$ cat src/rtl/pipeline_ctrl_pkg.sv
// Shared types and constants for the RV32I pipeline stall/flush sequencer
// and the datapath top that consumes its stage controls.
package pipeline_pkg;

  // Sequencer states; the controller keeps legacy-style constants built from these.
  typedef enum logic [1:0] {
    RUN      = 2'd0,
    MEM_WAIT = 2'd1,
    ERROR    = 2'd2
  } ctrl_state_t;

  // Per-stage register enables, NOP strobes and PC redirect select.
  typedef struct packed {
    logic pc_en;
    logic if_id_en;
    logic id_ex_en;
    logic ex_mem_en;
    logic mem_wb_en;
    logic if_id_flush;
    logic id_ex_flush;
    logic pc_sel_redirect;
  } stage_ctrl_t;

  // Opcode of BEQ (branch class), used by the datapath branch decode.
  localparam logic [6:0] BEQ_OP = 7'b1100011;

  // Whole pipeline frozen, nothing flushed.
  localparam stage_ctrl_t CTRL_HOLD = '0;

  // Normal flow: every stage advances.
  localparam stage_ctrl_t CTRL_RUN = '{pc_en: 1'b1, if_id_en: 1'b1, id_ex_en: 1'b1,
                                       ex_mem_en: 1'b1, mem_wb_en: 1'b1,
                                       if_id_flush: 1'b0, id_ex_flush: 1'b0,
                                       pc_sel_redirect: 1'b0};

  // Mispredict recovery: take corrected target, squash IF/ID and ID/EX.
  localparam stage_ctrl_t CTRL_REDIRECT = '{pc_en: 1'b1, if_id_en: 1'b1, id_ex_en: 1'b1,
                                            ex_mem_en: 1'b1, mem_wb_en: 1'b1,
                                            if_id_flush: 1'b1, id_ex_flush: 1'b1,
                                            pc_sel_redirect: 1'b1};

  // Load-use: hold PC and IF/ID, insert a bubble into ID/EX, drain the rest.
  localparam stage_ctrl_t CTRL_LOAD_USE = '{pc_en: 1'b0, if_id_en: 1'b0, id_ex_en: 1'b1,
                                            ex_mem_en: 1'b1, mem_wb_en: 1'b1,
                                            if_id_flush: 1'b0, id_ex_flush: 1'b1,
                                            pc_sel_redirect: 1'b0};

endpackage

$ cat src/rtl/pipeline_ctrl_if.sv
// Hazard/memory requests in, stage controls and status out.
// The controller is the slave; the pipeline side (or a bench) is the master.
interface pipeline_ctrl_if #(
  parameter int CNT_W = 16
);
  logic             LOAD_USE_STALL;
  logic             BEQ_WRONG_PRED;
  logic             DMEM_REQ;
  logic             DMEM_READY;
  logic             PC_EN;
  logic             IF_ID_EN;
  logic             ID_EX_EN;
  logic             EX_MEM_EN;
  logic             MEM_WB_EN;
  logic             IF_ID_FLUSH;
  logic             ID_EX_FLUSH;
  logic             PC_SEL_REDIRECT;
  logic [CNT_W-1:0] STALL_CNT;
  logic [CNT_W-1:0] FLUSH_CNT;
  logic             MEM_TIMEOUT_ERR;

  modport master (
    output LOAD_USE_STALL, BEQ_WRONG_PRED, DMEM_REQ, DMEM_READY,
    input  PC_EN, IF_ID_EN, ID_EX_EN, EX_MEM_EN, MEM_WB_EN,
    input  IF_ID_FLUSH, ID_EX_FLUSH, PC_SEL_REDIRECT,
    input  STALL_CNT, FLUSH_CNT, MEM_TIMEOUT_ERR
  );

  modport slave (
    input  LOAD_USE_STALL, BEQ_WRONG_PRED, DMEM_REQ, DMEM_READY,
    output PC_EN, IF_ID_EN, ID_EX_EN, EX_MEM_EN, MEM_WB_EN,
    output IF_ID_FLUSH, ID_EX_FLUSH, PC_SEL_REDIRECT,
    output STALL_CNT, FLUSH_CNT, MEM_TIMEOUT_ERR
  );
endinterface

$ cat src/rtl/pipeline_ctrl_sat_counter.sv
// Saturating up-counter: sticks at all-ones instead of wrapping.
module sat_counter #(
  parameter int W = 16
) (
  input  logic         i_clk,
  input  logic         i_rst,
  input  logic         i_inc,
  input  logic         i_clr,
  output logic [W-1:0] o_cnt
);

  logic [W-1:0] r_cnt;

  // Count on i_inc until all-ones; synchronous clear wins over increment.
  always_ff @(posedge i_clk or posedge i_rst) begin
    if (i_rst) begin
      r_cnt <= '0;
    end else if (i_clr) begin
      r_cnt <= '0;
    end else if (i_inc && (r_cnt != '1)) begin
      r_cnt <= r_cnt + 1'b1;
    end
  end

  assign o_cnt = r_cnt;

endmodule

$ cat src/rtl/pipeline_ctrl.sv
// Stall/flush sequencer for the 5-stage pipeline: merges load-use, BEQ
// mispredict and data-memory wait into stage controls, with a memory-wait
// watchdog and saturating stall/flush counters.
module pipeline_ctrl
  import pipeline_pkg::*;
#(
  parameter int CNT_W   = 16,
  parameter int TIMEOUT = 64
) (
  input  logic               CLK,
  input  logic               RST,
  pipeline_ctrl_if.slave     bus
);

  localparam int WAIT_W = $clog2(TIMEOUT + 1);
  localparam logic [WAIT_W-1:0] TIMEOUT_V = WAIT_W'(TIMEOUT);

  localparam logic [1:0] ST_RUN      = RUN;
  localparam logic [1:0] ST_MEM_WAIT = MEM_WAIT;
  localparam logic [1:0] ST_ERROR    = ERROR;

  logic [1:0]        r_state;
  logic [1:0]        w_state_nxt;
  logic              r_pending;
  logic              w_pending_nxt;
  logic [WAIT_W-1:0] r_wait_cnt;
  logic [WAIT_W-1:0] w_wait_nxt;
  logic [WAIT_W-1:0] w_wait_inc;
  logic              r_err;
  logic              w_err_nxt;
  logic              w_stall_inc;
  logic              w_flush_inc;
  logic              w_redirect;
  stage_ctrl_t       w_ctrl_raw;
  stage_ctrl_t       w_ctrl;
  logic [CNT_W-1:0]  w_stall_cnt;
  logic [CNT_W-1:0]  w_flush_cnt;

  assign w_wait_inc = r_wait_cnt + 1'b1;
  // A mispredict seen during the wait, or on the completing cycle itself, is replayed on release.
  assign w_redirect = r_pending | bus.BEQ_WRONG_PRED;

  // Next-state, stage controls and counter strobes from state + requests.
  always_comb begin
    // NOTE: every output of this block gets a default first, so no path leaves one unassigned and no latch is inferred.
    w_ctrl_raw    = CTRL_HOLD;
    w_state_nxt   = r_state;
    w_pending_nxt = r_pending;
    w_wait_nxt    = r_wait_cnt;
    w_err_nxt     = r_err;
    w_stall_inc   = 1'b0;
    w_flush_inc   = 1'b0;
    unique case (r_state)
      ST_RUN: begin
        if (bus.DMEM_REQ && !bus.DMEM_READY) begin
          // Freeze; remember a mispredict so it is not lost while frozen.
          w_state_nxt = ST_MEM_WAIT;
          w_wait_nxt  = WAIT_W'(1);
          if (bus.BEQ_WRONG_PRED) w_pending_nxt = 1'b1;
        end else if (bus.BEQ_WRONG_PRED) begin
          // The dependent instruction gets squashed, so load-use is moot.
          w_ctrl_raw  = CTRL_REDIRECT;
          w_flush_inc = 1'b1;
        end else if (bus.LOAD_USE_STALL) begin
          w_ctrl_raw  = CTRL_LOAD_USE;
          w_stall_inc = 1'b1;
        end else begin
          w_ctrl_raw = CTRL_RUN;
        end
      end
      ST_MEM_WAIT: begin
        w_stall_inc = 1'b1;
        if (bus.DMEM_READY) begin
          // Release in the completing cycle, including the exact TIMEOUT cycle.
          w_ctrl_raw    = w_redirect ? CTRL_REDIRECT : CTRL_RUN;
          w_flush_inc   = w_redirect;
          w_pending_nxt = 1'b0;
          w_wait_nxt    = '0;
          w_state_nxt   = ST_RUN;
        end else begin
          w_pending_nxt = w_redirect;
          w_wait_nxt    = w_wait_inc;
          if (w_wait_inc == TIMEOUT_V) begin
            w_state_nxt = ST_ERROR;
            w_err_nxt   = 1'b1;
          end
        end
      end
      ST_ERROR: begin
        w_ctrl_raw = CTRL_HOLD;
      end
      default: begin
        w_state_nxt = ST_RUN;
      end
    endcase
  end

  // Controls are forced inactive for as long as reset is held.
  assign w_ctrl = RST ? CTRL_HOLD : w_ctrl_raw;

  // Sequencer state, pending redirect, wait counter and sticky error.
  always_ff @(posedge CLK or posedge RST) begin
    // NOTE: sequential state uses non-blocking assignment so every register samples pre-edge values.
    if (RST) begin
      r_state    <= ST_RUN;
      r_pending  <= 1'b0;
      r_wait_cnt <= '0;
      r_err      <= 1'b0;
    end else begin
      r_state    <= w_state_nxt;
      r_pending  <= w_pending_nxt;
      r_wait_cnt <= w_wait_nxt;
      r_err      <= w_err_nxt;
    end
  end

  sat_counter #(.W(CNT_W)) u_stall_cnt (
    .i_clk (CLK),
    .i_rst (RST),
    .i_inc (w_stall_inc),
    .i_clr (1'b0),
    .o_cnt (w_stall_cnt)
  );

  sat_counter #(.W(CNT_W)) u_flush_cnt (
    .i_clk (CLK),
    .i_rst (RST),
    .i_inc (w_flush_inc),
    .i_clr (1'b0),
    .o_cnt (w_flush_cnt)
  );

  assign bus.PC_EN           = w_ctrl.pc_en;
  assign bus.IF_ID_EN        = w_ctrl.if_id_en;
  assign bus.ID_EX_EN        = w_ctrl.id_ex_en;
  assign bus.EX_MEM_EN       = w_ctrl.ex_mem_en;
  assign bus.MEM_WB_EN       = w_ctrl.mem_wb_en;
  assign bus.IF_ID_FLUSH     = w_ctrl.if_id_flush;
  assign bus.ID_EX_FLUSH     = w_ctrl.id_ex_flush;
  assign bus.PC_SEL_REDIRECT = w_ctrl.pc_sel_redirect;
  assign bus.STALL_CNT       = w_stall_cnt;
  assign bus.FLUSH_CNT       = w_flush_cnt;
  assign bus.MEM_TIMEOUT_ERR = r_err;

endmodule

$ cat src/flat_wrapper.sv
// flat-port wrapper written by rule: the top's interface ports become plain ports
module pipeline_ctrl_flat import pipeline_pkg::*;
#(
  parameter int CNT_W   = 16,
  parameter int TIMEOUT = 64
)
  (CLK, RST, bus_LOAD_USE_STALL, bus_BEQ_WRONG_PRED, bus_DMEM_REQ, bus_DMEM_READY, bus_PC_EN, bus_IF_ID_EN, bus_ID_EX_EN, bus_EX_MEM_EN, bus_MEM_WB_EN, bus_IF_ID_FLUSH, bus_ID_EX_FLUSH, bus_PC_SEL_REDIRECT, bus_STALL_CNT, bus_FLUSH_CNT, bus_MEM_TIMEOUT_ERR);
  pipeline_ctrl_if #(.CNT_W(CNT_W)) bus_i ();
  input  logic CLK;
  input  logic RST;
  input wire logic [$bits(bus_i.LOAD_USE_STALL)-1:0] bus_LOAD_USE_STALL;
  input wire logic [$bits(bus_i.BEQ_WRONG_PRED)-1:0] bus_BEQ_WRONG_PRED;
  input wire logic [$bits(bus_i.DMEM_REQ)-1:0] bus_DMEM_REQ;
  input wire logic [$bits(bus_i.DMEM_READY)-1:0] bus_DMEM_READY;
  output wire logic [$bits(bus_i.PC_EN)-1:0] bus_PC_EN;
  output wire logic [$bits(bus_i.IF_ID_EN)-1:0] bus_IF_ID_EN;
  output wire logic [$bits(bus_i.ID_EX_EN)-1:0] bus_ID_EX_EN;
  output wire logic [$bits(bus_i.EX_MEM_EN)-1:0] bus_EX_MEM_EN;
  output wire logic [$bits(bus_i.MEM_WB_EN)-1:0] bus_MEM_WB_EN;
  output wire logic [$bits(bus_i.IF_ID_FLUSH)-1:0] bus_IF_ID_FLUSH;
  output wire logic [$bits(bus_i.ID_EX_FLUSH)-1:0] bus_ID_EX_FLUSH;
  output wire logic [$bits(bus_i.PC_SEL_REDIRECT)-1:0] bus_PC_SEL_REDIRECT;
  output wire logic [$bits(bus_i.STALL_CNT)-1:0] bus_STALL_CNT;
  output wire logic [$bits(bus_i.FLUSH_CNT)-1:0] bus_FLUSH_CNT;
  output wire logic [$bits(bus_i.MEM_TIMEOUT_ERR)-1:0] bus_MEM_TIMEOUT_ERR;
  assign bus_i.LOAD_USE_STALL = bus_LOAD_USE_STALL;
  assign bus_i.BEQ_WRONG_PRED = bus_BEQ_WRONG_PRED;
  assign bus_i.DMEM_REQ = bus_DMEM_REQ;
  assign bus_i.DMEM_READY = bus_DMEM_READY;
  assign bus_PC_EN = bus_i.PC_EN;
  assign bus_IF_ID_EN = bus_i.IF_ID_EN;
  assign bus_ID_EX_EN = bus_i.ID_EX_EN;
  assign bus_EX_MEM_EN = bus_i.EX_MEM_EN;
  assign bus_MEM_WB_EN = bus_i.MEM_WB_EN;
  assign bus_IF_ID_FLUSH = bus_i.IF_ID_FLUSH;
  assign bus_ID_EX_FLUSH = bus_i.ID_EX_FLUSH;
  assign bus_PC_SEL_REDIRECT = bus_i.PC_SEL_REDIRECT;
  assign bus_STALL_CNT = bus_i.STALL_CNT;
  assign bus_FLUSH_CNT = bus_i.FLUSH_CNT;
  assign bus_MEM_TIMEOUT_ERR = bus_i.MEM_TIMEOUT_ERR;
  pipeline_ctrl #(.CNT_W(CNT_W), .TIMEOUT(TIMEOUT)) u_core (.CLK(CLK), .RST(RST), .bus(bus_i));
endmodule
$ cat config.mk
export PLATFORM = sky130hd
export DESIGN_NAME = pipeline_ctrl_flat
export DESIGN_NICKNAME = d
export VERILOG_FILES = /design/src/rtl/pipeline_ctrl_pkg.sv /design/src/rtl/pipeline_ctrl_if.sv /design/src/rtl/pipeline_ctrl_sat_counter.sv /design/src/rtl/pipeline_ctrl.sv /design/src/flat_wrapper.sv
export SDC_FILE = /design/constraint.sdc
export NUM_CORES = 1
export LEC_CHECK = 0
export CAP_MARGIN = 20
export CORE_MARGIN = 8
export CORE_UTILIZATION = 45
export DETAILED_ROUTE_END_ITERATION = 10
export GPL_TIMING_DRIVEN = 0
export PLACE_DENSITY = 0.86
export RECOVER_POWER = 100
export SYNTH_ARGS = -nofsm -noshare
export SYNTH_HDL_FRONTEND = slang
export SYNTH_SLANG_ARGS = --single-unit
$ cat constraint.sdc
create_clock -name CLK -period 1.75 [get_ports CLK]
set_input_delay 0.35 -clock CLK [delete_from_list [all_inputs] [get_ports CLK]]
set_output_delay 0.35 -clock CLK [all_outputs]
set_load 0.01 [all_outputs]
==> metrics.csv, run 1 <==
stage;metric;value;unit
status;status;finished with violations;
status;failing checks;setup timing;
grt;Total GRT Usage;16.25;%
final_layout;commonest non-fill, non-tap cells in the layout;dfrtp_1 (41), clkdlybuf4s50_1 (31), buf_4 (24);
worst_setup_path;Crit Path Max Fanout;7;
timing;setup-violating endpoint count in the final report;30;
synth;synth unique cells;40;
final_layout;share of layout cells above drive strength 1;29.66;%
placed_design;hpwl dp;3576;µm
floorplan;Die Area;7347;µm²
detailed_routing;M1 wire length;2581;µm
detailed_routing;drt drc;0;
synth;largest family of logic cells by synthesized area;simple AND/OR/NAND/NOR gates;
power;register share of total power;44.3;%
worst_setup_path;Critical Path RT;1.94;ns
timing;min cycle time layout;1.901;ns
power;switching pwr;0.001023;W
floorplan;boundary pin count;47;
timing;pins over their slew limit;0;
synth;Synth Register Bits;43;
clocking;CTS tree;yes;
clocking;Clk pin slew, worst setup/hold paths;0.08;ns
floorplan;Die Y;85.72;µm
floorplan;Die X;85.72;µm
clocking;Root Buffer;clkbuf_8;
power;P per Cell Area;980.0;nW/µm²
detailed_routing;routed wl met2;3146;µm
detailed_routing;drt wl/cell;18.07;µm
worst_setup_path;CP endpoint kind;flip-flop;
synth;Synth Area in XOR/XNOR;12.41;%
clocking;CTS max path bufs;2;
worst_setup_path;setup slack, reg-to-reg;-0.15;ns
synth;biggest area consumer among synthesized cells;dfrtp_1;
timing;worst clock skew;0.003686;ns
grt;largest net degree at the start of global routing;44;
synth;Mapped Area;2187;µm²
synth;compound-cell area share of the yosys netlist;7.380;%
placed_design;RD Place Congestion;0.8225;
run;MaxCap Viol Count;0;
detailed_routing;routed wl met3;356;µm
floorplan;FP Rows;25;
worst_setup_path;r2r startpoint;u_core.r_state[0]$_DFFE_PP0P_;
detailed_routing;via-per-instance ratio;5.715;
synth;cells after synthesis;214;
placed_design;dpl cells;313;
synth;Synth Area in Simple Gates;24.14;%
power;worst vdd ir;0.0008656;V
worst_setup_path;type of origin of the critical path;flip-flop;
clocking;Sink Count;43;
power;clock share of power;20.8;%
power;Pleak;1.428;nW
timing;Peak Freq;526.1;MHz
power;combinational share of power;34.9;%
synth;sequential area share after synthesis;49.20;%
final_layout;area added between synthesis and finish;44.28;%
clocking;# hold bufs at CTS;0;
worst_setup_path;Worst Setup SP;u_core.r_state[0]$_DFFE_PP0P_;
synth;Mean Syn Cell Area;10.22;µm²
grt;vias in the first global route;1897;
floorplan;Core ar.;4692;µm²
placed_design;port buffer count;45;
detailed_routing;Vias;1966;
clocking;Max H-tree Level;2;
timing;Final WS setup;-0.1509;ns
detailed_routing;Final ANT Viol Nets;0;
detailed_routing;Pre-antenna DRT Iters;4;
final_layout;commonest non-fill, non-tap cell in the layout;dfrtp_1;
worst_setup_path;critical path class;reg -> reg;
clocking;CTS Buf Count;5;
clocking;Clock Latency Late Sink;0.30;ns
timing;period utilization;108.6;%
grt;GRT overflow;0;
timing;Fin. Hold Viols;0;
timing;RSZ-0062 raised after global routing;true;
final_layout;Cell Count, Final, Fillers Out;344;
min_path;HP Start;u_core.bus.MEM_TIMEOUT_ERR$_DFFE_PP0P_;
floorplan;effective utilization at floorplan;46.61;%
synth;mux share of post-synthesis cell area;1.545;%
detailed_routing;drt initial violations;108;
synth;yosys warns;0;
detailed_routing;wirelength, routed;6216;µm
synth;Synth Area in Adders;1.716;%
final_layout;fin nets;299;
detailed_routing;Top Metal Used;met4;
synth;Synthesized Nets;223;
final_layout;Layout fillers;344;
power;Int Power;0.002069;W
min_path;Hold Path Class;reg -> reg;
synth;top cells by area, synth;dfrtp_1 (49%), xnor2_1 (8.0%), xor2_1 (4.4%);
synth;top-area cell type share of the netlist area;49.20;%
final_layout;Final Core Density;67.25;%
grt;global-route wire length before repair;9473;µm
worst_setup_path;crit path DAT;2.09;ns
power;Switching Share;33.08;%
grt;initial antenna violation count;0;
final_layout;n_diodes;0;
timing;relative slew slack;42.71;%
timing;Worst-Margin Slew;0.8580;ns
[final cells by class]
cell class | instances | area, µm² | area share [%]
Tap cell | 54 | 67.56 | 2.141
Buffer | 8 | 61.31 | 1.943
Clock buffer | 6 | 82.58 | 2.617
Clock inverter | 1 | 5.005 | 0.1586
Multi-Input combinational cell | 157 | 1216 | 38.54
Timing Repair Buffer | 70 | 625.6 | 19.83
Inverter | 5 | 18.77 | 0.5948
Sequential cell | 43 | 1079 | 34.18
[cell usage after synthesis]
library cell and number:
a2111oi_0 1, a21o_1 1, a21oi_1 4, a21oi_2 1, a22o_1 4, a31oi_1 3, a41oi_1 1, and2_1 1
and2b_1 1, and3_1 8, and4_1 3, and4_4 1, and4b_1 1, buf_2 3, buf_4 4, buf_6 1
clkbuf_1 1, dfrtp_1 43, ha_1 3, inv_1 5, mux2_2 3, nand2_1 16, nand2b_1 2, nand3_1 18
nand4_1 11, nand4_4 1, nor2_1 16, nor2b_1 2, nor3_1 10, nor3_2 1, o21ai_0 6, o21ai_2 1
o21bai_1 1, o31ai_1 1, or2_2 1, or2b_1 1, or3_1 1, or4_4 1, xnor2_1 20, xor2_1 11
[what timing repair did]
item,in CTS,in global routing
endpoints found under the setup margin,35,47
pin swaps,9,22
buffers inserted,13,12
gates cloned,1,0
endpoints found under the hold margin,0,0
resized for setup,60,25
[registers in the layout, indices dropped and copies added (netlist names)]
| signal | count |
|---|---|
| u_core.r_pending | 1 |
| u_core.bus.MEM_TIMEOUT_ERR | 1 |
| u_core.r_state | 2 |
| u_core.u_stall_cnt.o_cnt | 16 |
| u_core.u_flush_cnt.o_cnt | 16 |
| u_core.r_wait_cnt | 7 |
[logic make-up (layout without fill, tap and decap cells)]
| logic type | count (synthesis) | count (layout) |
|---|---|---|
| simple gates | 96 | 96 |
| flops | 43 | 43 |
| xor+xnor | 31 | 31 |
| compound gates | 24 | 24 |
| buf+inv | 14 | 90 |
| fa+ha+maj | 3 | 3 |
| mux | 3 | 3 |
[power groups by stage]
stage | combinational, W | sequential (W) | clock [W]
finish | 0.00108 | 0.00137 | 0.000642
global route | 0.00117 | 0.00139 | 0.000713
CTS | 0.000959 | 0.00136 | 0.000653
detailed placement | 0.000856 | 0.00139 | 0
global placement | 0.000824 | 0.00138 | 0
floorplan | 0.000365 | 0.00142 | 0
[per-layer routing]
layer	GRT usage [%]	vias up
li1	-	906
met1	19.52	974
met2	26.52	75
met3	4.585	11
met4	7.006	0
met5	0	-
[worst max-delay path, cell delays in order, from the launching register on]
cell and delay (ns):
dfrtp_1 0.38, buf_6 0.13, a21oi_1 0.59, nor2_2 0.25
nand2_4 0.15, mux2_4 0.30
[final timing paths]
kind / endpoint / depth (start not counted)
min in group asynchronous: u_core.u_flush_cnt.o_cnt[13]$_DFFE_PP0P_ / 2
min reg2reg: u_core.bus.MEM_TIMEOUT_ERR$_DFFE_PP0P_ / 1
max reg2reg: u_core.u_stall_cnt.o_cnt[1]$_DFFE_PP0P_ / 5
max in group asynchronous: u_core.r_state[1]$_DFFE_PP0P_ / 2
min: u_core.bus.MEM_TIMEOUT_ERR$_DFFE_PP0P_ / 1
max: u_core.u_stall_cnt.o_cnt[1]$_DFFE_PP0P_ / 5
[stage by stage]
step / hold WS (ns) / setup slack [ns] / power [W] / instance area [µm²] / TNS (ns)
after floorplan: 0.4730 / -0.08783 / 0.001783 / 2215 / -0.4673
after global placement: 0.4552 / -0.7250 / 0.002200 / 2733 / -35.34
after detailed placement: 0.4693 / -0.7366 / 0.002249 / 2733 / -11.99
after CTS: 0.4807 / -0.1596 / 0.002970 / 3005 / -0.9039
after global routing: 0.5024 / -0.2414 / 0.003275 / 3156 / -4.948
final: 0.4679 / -0.1509 / 0.003092 / 3156 / -2.234
(Power assumes the default switching activity.)
==> run 2, diff against run 1 <==
- CORE_UTILIZATION: 45 -> 46
- PLACE_DENSITY: 0.86 -> 0.87
==> metrics.csv, run 2 (same netlist as run 1, synthesis figures left out) <==
stage;metric;value;unit
final_layout;commonest non-fill, non-tap cells in the layout;dfrtp_1 (40), clkdlybuf4s50_1 (32), buf_4 (29);
worst_setup_path;Crit Reg-Reg Endpoint;u_core.u_flush_cnt.o_cnt[14]$_DFFE_PP0P_;
timing;Fin. Hold Viols;0;
timing;setup TNS;-1.045;ns
placed_design;RD Place Congestion;0.7757;
detailed_routing;wirelength, routed;6306;µm
run;MaxCap Viol Count;0;
grt;Total GRT Usage;16.10;%
worst_setup_path;setup slack, reg-to-reg;-0.13;ns
timing;RSZ-0062 raised after global routing;true;
floorplan;Core ar.;4661;µm²
clocking;Max H-tree Level;2;
power;combinational share of power;34.4;%
grt;largest net degree at the start of global routing;44;
timing;Peak Freq;531.1;MHz
clocking;Clk pin slew, worst setup/hold paths;0.09;ns
placed_design;DP Worst Slack;-0.7218;ns
floorplan;FP Rows;25;
clocking;CTS tree;yes;
status;status;finished with violations;
power;switching pwr;0.001087;W
worst_setup_path;Reg2Reg Depth;7;
floorplan;Die Area;7217;µm²
clocking;Root Buffer;clkbuf_8;
clocking;Clock Latency Late Sink;0.31;ns
final_layout;Layout fillers;302;
detailed_routing;via-per-instance ratio;5.726;
detailed_routing;drt initial violations;162;
power;clock share of power;24.2;%
status;failing checks;setup timing;
placed_design;hpwl dp;3411;µm
detailed_routing;drt wl/cell;17.97;µm
worst_setup_path;r2r startpoint;u_core.r_state[1]$_DFFE_PP0P_;
detailed_routing;drt drc;0;
worst_setup_path;type of origin of the critical path;flip-flop;
grt;vias in the first global route;1939;
timing;setup-violating endpoint count in the final report;21;
clocking;CTS Buf Count;5;
grt;global-route wire length before repair;9397;µm
final_layout;commonest non-fill, non-tap cell in the layout;dfrtp_1;
timing;min cycle time layout;1.883;ns
power;P per Cell Area;1014;nW/µm²
timing;pins over their slew limit;0;
final_layout;share of layout cells above drive strength 1;34.01;%
placed_design;port buffer count;45;
power;Pleak;1.515;nW
timing;Final WS setup;-0.1329;ns
detailed_routing;Vias;2010;
final_layout;area added between synthesis and finish;52.46;%
clocking;CTS max path bufs;2;
worst_setup_path;crit path DAT;2.13;ns
floorplan;effective utilization at floorplan;46.93;%
min_path;Hold Path End;u_core.r_pending$_DFFE_PP0P_;
timing;worst clock skew;0.01672;ns
floorplan;Die X;84.96;µm
min_path;Hold Crit Depth;4;
worst_setup_path;CP endpoint kind;flip-flop;
grt;GRT overflow;0;
timing;Worst-Margin Slew;0.8785;ns
final_layout;n_diodes;0;
floorplan;boundary pin count;47;
timing;relative slew slack;41.35;%
min_path;Hold Path Class;in -> reg;
worst_setup_path;Critical Path RT;2.00;ns
power;register share of total power;41.4;%
timing;period utilization;107.6;%
final_layout;fin nets;305;
min_path;HP Start;bus_DMEM_READY;
worst_setup_path;critical path class;reg -> reg;
grt;initial antenna violation count;0;
power;worst vdd ir;0.001087;V
clocking;Sink Count;43;
worst_setup_path;Crit Path Max Fanout;4;
detailed_routing;Pre-antenna DRT Iters;4;
power;Int Power;0.002294;W
power;Switching Share;32.16;%
detailed_routing;Final ANT Viol Nets;0;
floorplan;Die Y;84.96;µm
-- run 2: cell types whose count changed in the layout (fill, tap and decap cells not counted), moves of 3 or more --
cell / previous run / this run
nor2_2: 3 / 6
buf_6: 7 / 12
dlygate4sd3_1: 3 / 0
buf_4: 24 / 29
-- run 2: through the flow --
stage | util, % | instance area [µm²] | total power (W) | hold slack, ns | std cells
finish | 71.54 | 3334 | 0.003381 | 0.4534 | 351
global route | 71.54 | 3334 | 0.003542 | 0.5103 | 351
CTS | 65.37 | 3047 | 0.003157 | 0.4552 | 339
detailed placement | 58.63 | 2733 | 0.002226 | 0.4552 | 313
global placement | 58.63 | 2733 | 0.002202 | 0.4586 | 313
floorplan | - | 2215 | 0.001783 | 0.4730 | 214
-- run 2: power by group through the flow --
stage	Combinational, W	Clock, W	Sequential (W)
2_1_floorplan	0.000365	0	0.00142
3_3_place_gp	0.000824	0	0.00138
3_5_place_dp	0.000844	0	0.00138
4_1_cts	0.000974	0.000818	0.00137
5_1_grt	0.00125	0.000873	0.00142
6_report	0.00116	0.000817	0.00140
-- run 2: worst max path at each step --
| stage | from | endpoint | slack [ns] | cells past startpoint |
|---|---|---|---|---|
| floorplan | u_core.u_stall_cnt.o_cnt[0]$_DFFE_PP0P_ | u_core.u_stall_cnt.o_cnt[1]$_DFFE_PP0P_ | -0.09 | 6 |
| detailed placement | bus_BEQ_WRONG_PRED | bus_PC_EN | -0.72 | 5 |
| finish | u_core.r_state[1]$_DFFE_PP0P_ | u_core.u_flush_cnt.o_cnt[14]$_DFFE_PP0P_ | -0.13 | 7 |
| CTS | u_core.r_state[0]$_DFFE_PP0P_ | bus_PC_EN | -0.14 | 4 |
| global placement | bus_BEQ_WRONG_PRED | bus_PC_EN | -0.75 | 5 |
| global route | u_core.r_state[1]$_DFFE_PP0P_ | u_core.u_flush_cnt.o_cnt[14]$_DFFE_PP0P_ | -0.23 | 7 |
-- run 2: layout make-up --
class,instances,area [µm²],area share (%)
plain buffers,8,61.31,1.839
clock buffers,6,82.58,2.477
clock inverters,2,35.03,1.051
inverters,5,18.77,0.5629
multi-input cells,157,1286,38.57
flip-flops and latches,43,1080,32.38
well taps,54,67.56,2.026
repair buffers,76,703.2,21.09
-- run 2: what timing repair did --
action,in CTS,in global routing
endpoints found under the setup margin,34,39
pin swaps,13,21
setup buffers,18,12
cloned,1,0
hold buffers,0,0
gates resized for setup,53,47
-- run 2: layer usage --
| metal | GRT usage [%] | vias to the layer above | wire (µm) |
|---|---|---|---|
| met5 | 0 | - | 0 |
| met4 | 7.282 | 0 | 166 |
| met3 | 4.054 | 15 | 339 |
| met2 | 26.78 | 76 | 3244 |
| met1 | 19.05 | 1000 | 2555 |
| li1 | - | 919 | - |
-- run 2: worst max-delay path, cell delays in order (launching register included) --
cell and delay [ns]:
dfrtp_1 0.38, buf_6 0.13, and4b_1 0.28, a21oi_2 0.05, buf_4 0.14, or4_4 0.57, nor3_4 0.14, xor2_1 0.15
